[config.mk]
export PLATFORM = sky130hd
export DESIGN_NAME = led_flash_sched_flat
export DESIGN_NICKNAME = d
export VERILOG_FILES = /design/src/rtl/led_flash_sched_if.sv /design/src/rtl/led_flash_sched.sv /design/src/flat_wrapper.sv
export SDC_FILE = /design/constraint.sdc
export NUM_CORES = 1
export LEC_CHECK = 0
export ABC_AREA = 1
export CAP_MARGIN = 20
export CELL_PAD_IN_SITES_DETAIL_PLACEMENT = 1
export CELL_PAD_IN_SITES_GLOBAL_PLACEMENT = 1
export CORE_AREA = 3 3 101 103
export CTS_BUF_LIST = sky130_fd_sc_hd__clkbuf_4 sky130_fd_sc_hd__clkbuf_8 sky130_fd_sc_hd__clkbuf_16
export DETAILED_ROUTE_END_ITERATION = 8
export DIE_AREA = 0 0 104 106
export MAX_ROUTING_LAYER = met4
export PLACE_DENSITY = 0.71
export REMOVE_ABC_BUFFERS = 1
export SLEW_MARGIN = 20
export SYNTH_ARGS = -nofsm -noshare
export SYNTH_HDL_FRONTEND = slang
export SYNTH_SLANG_ARGS = --single-unit
[constraint.sdc]
create_clock -name clk -period 10 [get_ports clk]
set_input_delay 2 -clock clk [delete_from_list [all_inputs] [get_ports clk]]
set_output_delay 2 -clock clk [all_outputs]
set_load 0.01 [all_outputs]
[src/rtl/led_flash_sched_if.sv]
// Counter inputs and LED drive outputs of the LED flash scheduler.
interface led_flash_sched_if;
  localparam int unsigned STATE_W = 3;
  localparam int unsigned CTR_W   = 4;
  localparam int unsigned COLOR_W = 3;

  logic [STATE_W-1:0] state;
  logic [CTR_W-1:0]   score;
  logic [CTR_W-1:0]   miss;
  logic [COLOR_W-1:0] tri_color1;
  logic [COLOR_W-1:0] tri_color2;
  logic               busy;
  logic               overflow;

  // Game-logic side: drives the counters and observes the LEDs.
  modport master (
    output state, score, miss,
    input  tri_color1, tri_color2, busy, overflow
  );

  // Scheduler side.
  modport slave (
    input  state, score, miss,
    output tri_color1, tri_color2, busy, overflow
  );
endinterface

[src/rtl/led_flash_sched.sv]
// Queues score/miss counter changes and plays them as timed LED flashes
// separated by dark gaps, one request at a time.
module led_flash_sched #(
  parameter int unsigned HOLD_CYCLES = 25000000,
  parameter int unsigned GAP_CYCLES  = 5000000,
  parameter logic [2:0]  PLAY_STATE  = 3'd2,
  parameter logic [2:0]  MISS_COLOR  = 3'b100,
  parameter logic [2:0]  SCORE_COLOR = 3'b011
) (
  input logic               clk,
  input logic               rst,
  led_flash_sched_if.slave  bus
);

  localparam int unsigned MAX_CYCLES = (HOLD_CYCLES > GAP_CYCLES) ? HOLD_CYCLES : GAP_CYCLES;
  localparam int unsigned CNT_W      = (MAX_CYCLES > 1) ? $clog2(MAX_CYCLES) : 1;
  localparam int unsigned QDEPTH     = 4;
  localparam int unsigned PTR_W      = 2;
  localparam int unsigned QCNT_W     = 3;
  localparam int unsigned CTR_W      = 4;
  localparam int unsigned COLOR_W    = 3;

  localparam logic [CNT_W-1:0] HOLD_INIT = CNT_W'(HOLD_CYCLES - 1);
  localparam logic [CNT_W-1:0] GAP_INIT  = CNT_W'(GAP_CYCLES - 1);

  typedef enum logic [1:0] {
    IDLE  = 2'd0,
    FLASH = 2'd1,
    GAP   = 2'd2
  } fsm_t;

  fsm_t               fsm_q, fsm_d;
  logic [CNT_W-1:0]   cnt_q, cnt_d;
  logic               cur_type_q, cur_type_d;
  logic [COLOR_W-1:0] tc1_d, tc2_d;
  logic               pop;

  logic               primed;
  logic [CTR_W-1:0]   score_q, miss_q;
  logic               score_ev, miss_ev, in_play;
  logic               miss_push, score_push;

  logic [QDEPTH-1:0]  q_mem;
  logic [PTR_W-1:0]   rd_ptr, wr_ptr;
  logic [QCNT_W-1:0]  q_count, q_count_d, free;
  logic [1:0]         req, acc;
  logic               slot0, slot1, drop;
  logic               head;

  // Edge detection on the counters; first edge after reset only primes.
  always_ff @(posedge clk or negedge rst) begin
    if (!rst) begin
      primed  <= 1'b0;
      score_q <= '0;
      miss_q  <= '0;
    end else begin
      primed  <= 1'b1;
      score_q <= bus.score;
      miss_q  <= bus.miss;
    end
  end

  assign score_ev   = primed && (bus.score != score_q);
  assign miss_ev    = primed && (bus.miss != miss_q);
  assign in_play    = (bus.state == PLAY_STATE);
  assign miss_push  = in_play && miss_ev;
  assign score_push = in_play && score_ev;
  assign head       = q_mem[rd_ptr];

  // Push arbitration: miss ahead of score, space counted after this cycle's pop.
  always_comb begin
    req   = {1'b0, miss_push} + {1'b0, score_push};
    slot0 = ~miss_push;
    slot1 = 1'b1;
    free  = QCNT_W'(QDEPTH) - (q_count - {2'b00, pop});
    acc   = req;
    drop  = 1'b0;
    if ({1'b0, req} > free) begin
      acc  = free[1:0];
      drop = 1'b1;
    end
    q_count_d = q_count - {2'b00, pop} + {1'b0, acc};
  end

  // Request FIFO storage, pointers and sticky overflow flag.
  always_ff @(posedge clk or negedge rst) begin
    if (!rst) begin
      q_mem        <= '0;
      rd_ptr       <= '0;
      wr_ptr       <= '0;
      q_count      <= '0;
      bus.overflow <= 1'b0;
    end else begin
      if (acc != 2'd0) q_mem[wr_ptr] <= slot0;
      if (acc == 2'd2) q_mem[wr_ptr + 2'd1] <= slot1;
      wr_ptr  <= wr_ptr + acc;
      if (pop) rd_ptr <= rd_ptr + 2'd1;
      q_count <= q_count_d;
      if (drop) bus.overflow <= 1'b1;
    end
  end

  // FSM state, timer and LED output registers.
  always_ff @(posedge clk or negedge rst) begin
    if (!rst) begin
      fsm_q          <= IDLE;
      cnt_q          <= '0;
      cur_type_q     <= 1'b0;
      bus.tri_color1 <= '0;
      bus.tri_color2 <= '0;
    end else begin
      fsm_q          <= fsm_d;
      cnt_q          <= cnt_d;
      cur_type_q     <= cur_type_d;
      bus.tri_color1 <= tc1_d;
      bus.tri_color2 <= tc2_d;
    end
  end

  // Next state, timer, pop request and next LED values.
  always_comb begin
    fsm_d      = fsm_q;
    cnt_d      = cnt_q;
    cur_type_d = cur_type_q;
    pop        = 1'b0;
    tc1_d      = '0;
    tc2_d      = '0;
    case (fsm_q)
      IDLE: begin
        if (q_count != '0) begin
          pop        = 1'b1;
          fsm_d      = FLASH;
          cnt_d      = HOLD_INIT;
          cur_type_d = head;
        end
      end
      FLASH: begin
        if (cnt_q == '0) begin
          fsm_d = GAP;
          cnt_d = GAP_INIT;
        end else begin
          cnt_d = cnt_q - CNT_W'(1);
        end
      end
      GAP: begin
        if (cnt_q == '0) begin
          if (q_count != '0) begin
            pop        = 1'b1;
            fsm_d      = FLASH;
            cnt_d      = HOLD_INIT;
            cur_type_d = head;
          end else begin
            fsm_d = IDLE;
          end
        end else begin
          cnt_d = cnt_q - CNT_W'(1);
        end
      end
      default: begin
        fsm_d = IDLE;
        cnt_d = '0;
      end
    endcase
    if (fsm_d == FLASH) begin
      if (cur_type_d) tc2_d = SCORE_COLOR;
      else            tc1_d = MISS_COLOR;
    end
  end

  // Busy while a flash/gap is running or requests are pending.
  assign bus.busy = (fsm_q != IDLE) || (q_count != '0);

endmodule

[src/flat_wrapper.sv]
// flat-port wrapper written by rule: the top's interface ports become plain ports
module led_flash_sched_flat 
#(
  parameter int unsigned HOLD_CYCLES = 25000000,
  parameter int unsigned GAP_CYCLES  = 5000000,
  parameter logic [2:0]  PLAY_STATE  = 3'd2,
  parameter logic [2:0]  MISS_COLOR  = 3'b100,
  parameter logic [2:0]  SCORE_COLOR = 3'b011
)
  (clk, rst, bus_state, bus_score, bus_miss, bus_tri_color1, bus_tri_color2, bus_busy, bus_overflow);
  led_flash_sched_if bus_i ();
  input logic clk;
  input logic rst;
  input wire logic [$bits(bus_i.state)-1:0] bus_state;
  input wire logic [$bits(bus_i.score)-1:0] bus_score;
  input wire logic [$bits(bus_i.miss)-1:0] bus_miss;
  output wire logic [$bits(bus_i.tri_color1)-1:0] bus_tri_color1;
  output wire logic [$bits(bus_i.tri_color2)-1:0] bus_tri_color2;
  output wire logic [$bits(bus_i.busy)-1:0] bus_busy;
  output wire logic [$bits(bus_i.overflow)-1:0] bus_overflow;
  assign bus_i.state = bus_state;
  assign bus_i.score = bus_score;
  assign bus_i.miss = bus_miss;
  assign bus_tri_color1 = bus_i.tri_color1;
  assign bus_tri_color2 = bus_i.tri_color2;
  assign bus_busy = bus_i.busy;
  assign bus_overflow = bus_i.overflow;
  led_flash_sched #(.HOLD_CYCLES(HOLD_CYCLES), .GAP_CYCLES(GAP_CYCLES), .PLAY_STATE(PLAY_STATE), .MISS_COLOR(MISS_COLOR), .SCORE_COLOR(SCORE_COLOR)) u_core (.clk(clk), .rst(rst), .bus(bus_i));
endmodule
# ---- Yosys cells after proc, flatten, opt, wreduce, memory -nomap -nowiden
# Index checks and enable logic that the tools add are counted.
# W data, S select, Z words.
dict set report classes {
  n_addsub 8
  magnitude_cmp 6
  eq_ne 7
  n_mux 30
  n_bitwise 2
  reduce_logical 12
}
# op count
set ops {}
lappend ops {{$mux W25} 3}
lappend ops {{$pmux W25 S3} 1}
lappend ops {{$logic_not A25 Y1} 1}
lappend ops {{$sub A25 B1 Y25 const B} 1}
lappend ops {{$mux W2} 5}
lappend ops {{$lt A2 B3 Y1 const B} 3}
lappend ops {{$mux W1} 9}
lappend ops {{$mux W3} 3}
lappend ops {{$mux W4} 2}
lappend ops {{$ne A4 B4 Y1} 2}
lappend ops {{$logic_and A1 B1 Y1} 6}
lappend ops {{$pmux W2 S3} 1}
lappend ops {{$add A2 B1 Y2 const B} 2}
lappend ops {{$bwmux W4} 1}
lappend ops {{$demux W1 S2} 2}
lappend ops {{$eq A2 B1 Y1 const B} 2}
lappend ops {{$eq A2 B2 Y1 const B} 2}
lappend ops {{$ge A2 B1 Y1 const B} 2}
lappend ops {{$or A4 B4 Y4} 1}
lappend ops {{$pmux W1 S2} 2}
lappend ops {{$reduce_bool A2 Y1} 2}
lappend ops {{$add A3 B2 Y3} 1}
lappend ops {{$eq A3 B2 Y1 const B} 1}
lappend ops {{$gt A2 B3 Y1} 1}
lappend ops {{other kinds (9)} 9}
dict set report word_totals {
  register_bits 55
  inputBits 13
  output_inout_bits 8
  word_cells 78
}

# ---- Logic depth before layout (Yosys ltp)
# Gate-level depths: netlist of the first run.
dict set report depth {
  word_depth 12
  depth_mapped 24
  ltp_nobuf 23
}

# ---- Least setup slack after synthesis of the first run
# Ideal clock, no wire load.
dict set report synth_timing {
  kind {input to register}
  from {in bus_state[0]}
  to {reg u_core.q_count[2]}
  setup_time_ns 0.122
  arrival_time_ns 4.304
  required_ns 9.878
  path_slack_ns 5.575
  cell_stages 15
  cell_sequence {nor4_1 -> nand2_1 -> inv_1 -> ha_1 -> ha_1 -> o21ai_1 -> nand2_1 -> nand2_1 -> nand2_2 -> nand2_1 -> nand2_1 -> buf_4 -> or2_1 -> fa_1 -> xor2_1}
}
dict set report synth_via {
  elab_chain_cells 6
}
# element line_no
set synth_lines {}
lappend synth_lines {{from (decl)} flat_wrapper.sv:14} ;# input wire logic [$bits(bus_i.state)-1:0] bus_state;
lappend synth_lines {{$eq A3 B2 Y1 (*)} led_flash_sched.sv:65} ;# assign in_play = (bus.state == PLAY_STATE);
lappend synth_lines {{$logic_and A1 B1 Y1 (on tied branches)} {led_flash_sched.sv:66, led_flash_sched.sv:67}}
lappend synth_lines {{$add A1 B1 Y2 (*)} led_flash_sched.sv:72} ;# req = {1'b0, miss_push} + {1'b0, score_push};
lappend synth_lines {{$gt A2 B3 Y1} led_flash_sched.sv:78} ;# if ({1'b0, req} > free) begin
lappend synth_lines {{$mux W2 (*)} led_flash_sched.sv:78}
lappend synth_lines {{$add A3 B2 Y3 (*)} led_flash_sched.sv:82} ;# q_count_d = q_count - {2'b00, pop} + {1'b0, acc};
lappend synth_lines {{net u_core.q_count_d[2]} led_flash_sched.sv:45} ;# logic [QCNT_W-1:0] q_count, q_count_d, free;
lappend synth_lines {{to (signal assigned)} led_flash_sched.sv:98} ;# q_count <= q_count_d;
lappend synth_lines {{to (decl)} led_flash_sched.sv:45}
# Mark *: on every way through the listed nets, which the timed path passes. The rest lies on a longest branch.
# A chain may end at the register's enable or synchronous reset.

# ---- Final worst setup path of the first run
dict set report layout_timing {
  from {reg u_core.q_count[2]}
  to {reg u_core.q_count[2]}
}
dict set report layout_via {
  elab_chain_cells 9
}
# element line_no
set layout_lines {}
lappend layout_lines {{$reduce_bool A3 Y1 (*)} {led_flash_sched.sv:130, led_flash_sched.sv:147}}
lappend layout_lines {{$mux W1 (*)} {led_flash_sched.sv:130, led_flash_sched.sv:147}}
lappend layout_lines {{$mux W1} led_flash_sched.sv:146} ;# if (cnt_q == '0) begin
lappend layout_lines {{$pmux W1 S2 (*)} led_flash_sched.sv:128} ;# case (fsm_q)
lappend layout_lines {{net u_core.pop} led_flash_sched.sv:36} ;# logic pop;
lappend layout_lines {{$sub A3 B1 Y3 (*)} {led_flash_sched.sv:75, led_flash_sched.sv:82}}
lappend layout_lines {{$sub A3 B3 Y3} led_flash_sched.sv:75} ;# free = QCNT_W'(QDEPTH) - (q_count - {2'b00, pop});
lappend layout_lines {{$gt A2 B3 Y1} led_flash_sched.sv:78}
lappend layout_lines {{$mux W2} led_flash_sched.sv:78}
lappend layout_lines {{$add A3 B2 Y3 (*)} led_flash_sched.sv:82}
lappend layout_lines {{net u_core.q_count_d[2]} led_flash_sched.sv:45}
# Marks and branches as above.

==> results of run 1 <==
[cells by family after synthesis]
logic type	synth area share
and+or+nand+nor	0.362
other	0.00231
AOI/OAI and AO/OA	0.0746
adders and majority gates	0.0292
DFF	0.392
buffers and inverters	0.0834
xor gates and xnor gates	0.0565
[stage by stage]
| step | hold slack, ps | std cells | utilization | setup WS [ps] |
|---|---|---|---|---|
| after floorplan | 490 | 443 | - | 5560 |
| after global placement | 456 | 591 | 0.382 | 4910 |
| after detailed placement | 456 | 591 | 0.382 | 4730 |
| after CTS | 481 | 598 | 0.394 | 4960 |
| after global routing | 526 | 598 | 0.394 | 4560 |
| final | 473 | 598 | 0.394 | 5050 |
[layout make-up]
type,instances,area (um^2),share of cell area
timing repair buffer,19,180,0.0493
clock buffer,5,68.8,0.0188
clock inverter,2,37.5,0.0103
multi-input combinational,335,1720,0.470
inverter,57,214,0.0586
tap,129,161,0.0442
sequential,51,1280,0.349
[worst max path at each step]
stage                       from                 to  slack, ps  cells after the start
6_report       u_core.q_count[2]  u_core.q_count[2]       5050                     19
5_1_grt        u_core.q_count[2]  u_core.q_count[2]       4560                     19
4_1_cts        u_core.q_count[2]  u_core.q_count[2]       4960                     19
3_5_place_dp         bus_miss[2]  u_core.q_count[2]       4730                     19
3_3_place_gp         bus_miss[1]  u_core.q_count[2]       4910                     19
2_1_floorplan       bus_state[0]  u_core.q_count[2]       5560                     14
[flip-flops by register name, summed over array words and instances, names as in the netlist, 2 cells and up]
| register | count |
|---|---|
| u_core.rd_ptr | 2 |
| u_core.wr_ptr | 2 |
| u_core.q_mem | 4 |
| u_core.fsm_q | 2 |
| u_core.score_q | 4 |
| u_core.q_count | 3 |
| u_core.cnt_q | 25 |
| u_core.miss_q | 4 |
[per-layer routing]
metal,vias up,wire [um]
li1,1453,-
met1,1431,4070
met2,39,4470
met3,4,248
met4,0,46
met5,-,0
[power by group through the flow]
stage	sequential, mW	clock, mW	combinational (mW)
floorplan	0.321	0	0.233
CTS	0.335	0.153	0.323
global placement	0.337	0	0.306
detailed placement	0.339	0	0.320
finish	0.335	0.146	0.319
global route	0.345	0.158	0.370
[layout by cell type, fill, tap and decap left out, drive strengths merged, types with 2 or more instances in the layout]
master         Yosys  final
xor2              14     14
nand3             50     50
nand4              8      8
o22ai              3      3
o21ai             26     26
clkbuf             2      5
nand2            131    131
a21oi              6      6
o21a               2      2
o32ai              2      2
nor4               2      2
buf                7      3
conb               2      4
nor2              64     64
inv               56     56
clkdlybuf4s50      0     16
dfrtp             51     51
nand3b             3      3
ha                 6      6
xnor2              7      7
[worst max-delay path: stages (launching register included)]
cell	delay (ps)
dfrtp_1	410
inv_1	100
nand3_1	570
inv_1	680
nor2_1	170
nand2_4	140
clkinv_1	90
ha_1	190
ha_1	340
xnor2_1	280
ha_1	300
o21ai_1	90
nand2_1	70
nand2_1	130
nand2_2	90
nand2_1	120
nand2_1	230
or2_1	300
fa_1	380
xor2_1	170
==> results.py, run 1 <==
metrics = {
    "min_path": {
        "hp-class": "flip-flop to flip-flop",
        "hold_depth": 2,
        "whs_endpoint": "u_core.bus.overflow",
        "hold_path.startpoint": "u_core.bus.overflow",
    },
    "logic_synthesis": {
        "yosys_warnings": 0,
        "synth_most_common_cell": "nand2_1",
        "syn_inst": 450,
        "yosysSeqAreaShare": 0.392,
        "synth_area_leader_cell": "dfrtp_1",
        "synth.area.top_cells": "dfrtp_1 39%, nand2_1 14%, nand3_1 7.5%",
        "synthDistinctLibCells": 35,
        "ys.flop_type": "dfrtp_1",
        "synthTopCellsByCount": "122 x nand2_1, 54 x inv_1, 51 x dfrtp_1",
        "synth_edf_count": 0,
        "synth_area_per_cell_um2": 7.23,
        "async_flop_share": 1.00,
        "synth_seq_cells": 51,
        "synth_top_cell_area_share": 0.392,
        "synth_area_mm2": 0.00326,
    },
    "sta": {
        "hold_viol_final": 0,
        "max_freq_ghz": 0.202,
        "rsz0062_at_grt": "false",
        "setup_tns_ps": 0,
        "drv_slew": 0,
        "relSlewSlack": 0.463,
        "fin_skew_ps": 7.54,
        "min_period_over_period": 0.495,
        "period_minus_slack_ps": 4950,
        "setup_viol": 0,
        "tightest_slew_ps": 804,
    },
    "clock_tree": {
        "clock_path_buffers": 2,
        "clock_latency_ps": 300,
        "post_cts_buffers": 0,
        "cts_resized": 0,
        "cts_sinks": 51,
        "cts_buffers": 5,
        "path_clk_slew_ps": 100,
        "cts_tree": "built",
        "root_buffer": "clkbuf_8",
        "cts_hold_buffers": 0,
        "htreeDepth": 2,
    },
    "grt": {
        "use_met3": 0.0243,
        "globalRouteOverflowTotal": 0,
        "grtUsageMet2": 0.312,
        "grt_pass1_vias": 3168,
        "grt_start_max_net_pins": 52,
        "grt.busiest_layer": "met2",
        "grt.total_usage": 0.171,
        "grtUsageMet1": 0.204,
        "grt_pass1_wl_um": 15200,
        "grt_antenna_before_repair": 0,
    },
    "critical_path": {
        "r2r_setup_slack_ps": 5050,
        "cp_max_fo": 18,
        "critical_path_class": "flip-flop to flip-flop",
        "r2r_end": "u_core.q_count[2]",
        "required_ps": 10200,
        "cp.arrival_ps": 5140,
        "endpoint_kind": "flip-flop",
        "cp-start-kind": "flip-flop",
        "worst_r2r_path_depth": 19,
        "rr_startpoint": "u_core.q_count[2]",
    },
    "die": {
        "die_h_um": 106,
        "die_x_um": 104,
        "io_pins": 21,
        "die-area_mm2": 0.0110,
        "initial_core_util": 0.351,
        "core_region_area_mm2": 0.00928,
        "row_count": 35,
    },
    "placed_design": {
        "portBuffers": 17,
        "gp_congestion": 0.812,
        "dp_hpwl_um": 6670,
        "placed_area_mm2": 0.00355,
    },
    "route": {
        "vias_per_cell": 4.89,
        "wirelength_um": 8840,
        "drt_iter0_drc": 48,
        "first_pass_iters": 4,
        "num_vias": 2927,
        "drc": 0,
        "avgRoutedWirePerCell_um": 14.8,
        "antenna_left": 0,
    },
    "power_and_ir_drop": {
        "p_per_area_mw_per_mm2": 219,
        "p_seq_frac": 0.419,
        "p_int_mw": 0.461,
        "leakagePower_nw": 1.78,
        "swShare": 0.424,
        "power_mw": 0.800,
        "power.share.combinational": 0.399,
        "ir_drop_uv": 86.0,
        "p_clk_frac": 0.183,
        "switchingPower_mw": 0.339,
    },
    "run_status": {
        "outcome": "finished, final reports clean",
    },
    "finish": {
        "diodes": 0,
        "areaGrowthSynthToFinish_pct": 12.2,
        "fin_nets": 489,
        "fillers": 1190,
        "final_area_mm2": 0.00365,
        "drive_gt1_frac": 0.0768,
    },
    "flow_run": {
        "drv_cap": 0,
    },
}
No activity file was read; power rests on OpenSTA's default activity.
==> run 2: changes to the inputs <==
--- a/config.mk
+++ b/config.mk
@@ -14,7 +14,7 @@
 export DETAILED_ROUTE_END_ITERATION = 8
 export DIE_AREA = 0 0 104 106
 export MAX_ROUTING_LAYER = met4
-export PLACE_DENSITY = 0.71
+export PLACE_DENSITY = 0.74
 export REMOVE_ABC_BUFFERS = 1
 export SLEW_MARGIN = 20
 export SYNTH_ARGS = -nofsm -noshare
==> constraint.sdc (replaced) <==
create_clock -name clk -period 4.3 [get_ports clk]
set_input_delay 0.86 -clock clk [delete_from_list [all_inputs] [get_ports clk]]
set_output_delay 0.86 -clock clk [all_outputs]
set_load 0.01 [all_outputs]
==> run 2 against run 1 <==
Against the previous run:
- hold slack gained 8.6 ps
- largest cell class unchanged
- clock skew fell by 0.72 ps
- die area unchanged
- routed wire length is 0.66% higher
- cell count increased by 0.84%
==> results.py, run 2 (synthesis gave the netlist of run 1 again) <==
metrics = {
    "run_status": {
        "outcome": "finished, final reports clean",
    },
    "route": {
        "antenna_left": 0,
        "wirelength_um": 8900,
        "avgRoutedWirePerCell_um": 14.8,
        "drt_iter0_drc": 71,
        "vias_per_cell": 4.97,
        "drc": 0,
        "first_pass_iters": 4,
        "num_vias": 2994,
    },
    "critical_path": {
        "cp.arrival_ps": 4010,
        "crit_path_start": "u_core.cnt_q[0]",
        "cpPeakStageDelay_ps": 410,
        "rr_startpoint": "u_core.cnt_q[0]",
        "cp-start-kind": "flip-flop",
        "cp_max_fo": 5,
        "crit_path_top_delay_cell": "dfrtp_1",
        "endpoint_kind": "flip-flop",
        "r2r_setup_slack_ps": 490,
        "r2r_end": "u_core.q_count[2]",
        "cp_common_cell": "nand2_1",
        "critical_path_class": "flip-flop to flip-flop",
        "required_ps": 4500,
        "endpoint": "u_core.q_count[2]",
        "path_cells": "inv_1 -> ha_1 -> inv_1 -> nor2_1 -> nand2_1 -> nor2_4 -> nand3_4 -> nand2_4 -> nand2_4 -> clkinv_1 -> ha_1 -> ha_1 -> xnor2_1 -> ha_1 -> o21ai_1 -> nand2_1 -> nand2_1 -> nand2_2 -> nand2_1 -> nand2_1 -> or2_1 -> fa_1 -> xor2_1",
        "worst_r2r_path_depth": 23,
    },
    "finish": {
        "fillers": 1214,
        "fin_util": 0.395,
        "top_register": "u_core.cnt_q",
        "areaGrowthSynthToFinish_pct": 12.8,
        "largest_reg_flops": 25,
        "fin_nets": 493,
        "diodes": 0,
        "final_cell_mix": "122 x nand2_1, 54 x inv_1, 51 x dfrtp_1",
        "layout_commonest_cell": "nand2_1",
        "drive_gt1_frac": 0.0865,
        "final_area_mm2": 0.00367,
    },
    "clock_tree": {
        "cts_buffers": 5,
        "clock_path_buffers": 2,
        "cts_resized": 0,
        "cts_hold_buffers": 0,
        "cts_tree": "built",
        "path_clk_slew_ps": 100,
        "post_cts_buffers": 0,
        "cts_sinks": 51,
        "root_buffer": "clkbuf_8",
        "htreeDepth": 2,
        "clock_latency_ps": 310,
    },
    "die": {
        "die_h_um": 106,
        "die-area_mm2": 0.0110,
        "row_count": 35,
        "io_pins": 21,
        "die_x_um": 104,
        "core_region_area_mm2": 0.00928,
        "initial_core_util": 0.351,
    },
    "sta": {
        "rsz0062_at_grt": "false",
        "setup_viol": 0,
        "tightest_slew_ps": 689,
        "setup_tns_ps": 0,
        "finalHoldWorstSlack_ps": 481,
        "period_minus_slack_ps": 3810,
        "max_freq_ghz": 0.263,
        "drv_slew": 0,
        "fin_skew_ps": 6.83,
        "hold_viol_final": 0,
        "relSlewSlack": 0.541,
        "min_period_over_period": 0.886,
    },
    "grt": {
        "grt.total_usage": 0.169,
        "grt_pass1_vias": 3159,
        "grt_pass1_wl_um": 15000,
        "globalRouteOverflowTotal": 0,
        "grt_antenna_before_repair": 0,
        "grt_start_max_net_pins": 32,
    },
    "power_and_ir_drop": {
        "power_mw": 1.83,
        "p_per_area_mw_per_mm2": 499,
        "leakagePower_nw": 1.79,
        "ir_drop_uv": 194,
    },
    "min_path": {
        "hp-class": "flip-flop to flip-flop",
    },
    "flow_run": {
        "drv_cap": 0,
    },
    "placed_design": {
        "placed_area_mm2": 0.00358,
        "gp_congestion": 0.838,
        "portBuffers": 17,
        "dp_hpwl_um": 6880,
    },
}
==> run 2: through the flow <==
step                std cells  worst slack (ps)
finish                    603               492
CTS                       603               482
detailed placement        595               424
global route              603               185
floorplan                 443               487
global placement          595               569
==> run 2: where the power goes <==
group,switching (mW),internal (mW),total [mW],leakage (nW)
clock,0.182,0.117,0.299,0.0443
sequential,0.161,0.624,0.785,0.589
combinational,0.463,0.287,0.750,1.16
total,0.805,1.03,1.83,1.79
==> run 2: how the worst min path moves through the flow <==
stage / depth (start not counted) / slack [ps] / to / startpoint
4_1_cts: 2 / 500 / u_core.bus.overflow / u_core.bus.overflow
5_1_grt: 2 / 510 / u_core.bus.overflow / u_core.bus.overflow
3_5_place_dp: 2 / 470 / u_core.bus.overflow / u_core.bus.overflow
6_report: 2 / 480 / u_core.bus.overflow / u_core.bus.overflow
2_1_floorplan: 2 / 490 / u_core.rd_ptr[1] / u_core.rd_ptr[1]
3_3_place_gp: 2 / 470 / u_core.bus.overflow / u_core.bus.overflow
==> run 2: metal layers <==
metal | global-route usage | routed length (um) | vias up | share of wire
met2 | 0.308 | 4610 | 45 | 0.52
met3 | 0.0261 | 255 | 10 | 0.029
met4 | 0.0323 | 115 | 0 | 0.013
met1 | 0.199 | 3910 | 1465 | 0.44
met5 | - | 0 | - | 0
li1 | - | - | 1474 | -
==> run 2: area by class of cell <==
class	instances	area, um^2	area share
multi-input combinational	335	1720	0.467
sequential	51	1280	0.348
inverter	57	214	0.0583
timing repair buffer	23	210	0.0573
tap	129	161	0.0440
clock buffer	5	68.8	0.0187
clock inverter	3	25.0	0.00682
==> run 2: critical path: cells and delay by family, from the launching register on <==
kind	cells	cell delay [ps]
flip-flops	1	410
adder cells (fa/ha/maj)	5	1290
AO/OA/AOI/OAI	1	80
AND/OR/NAND/NOR	12	1220
XOR/XNOR	2	450
buffers and inverters	3	240
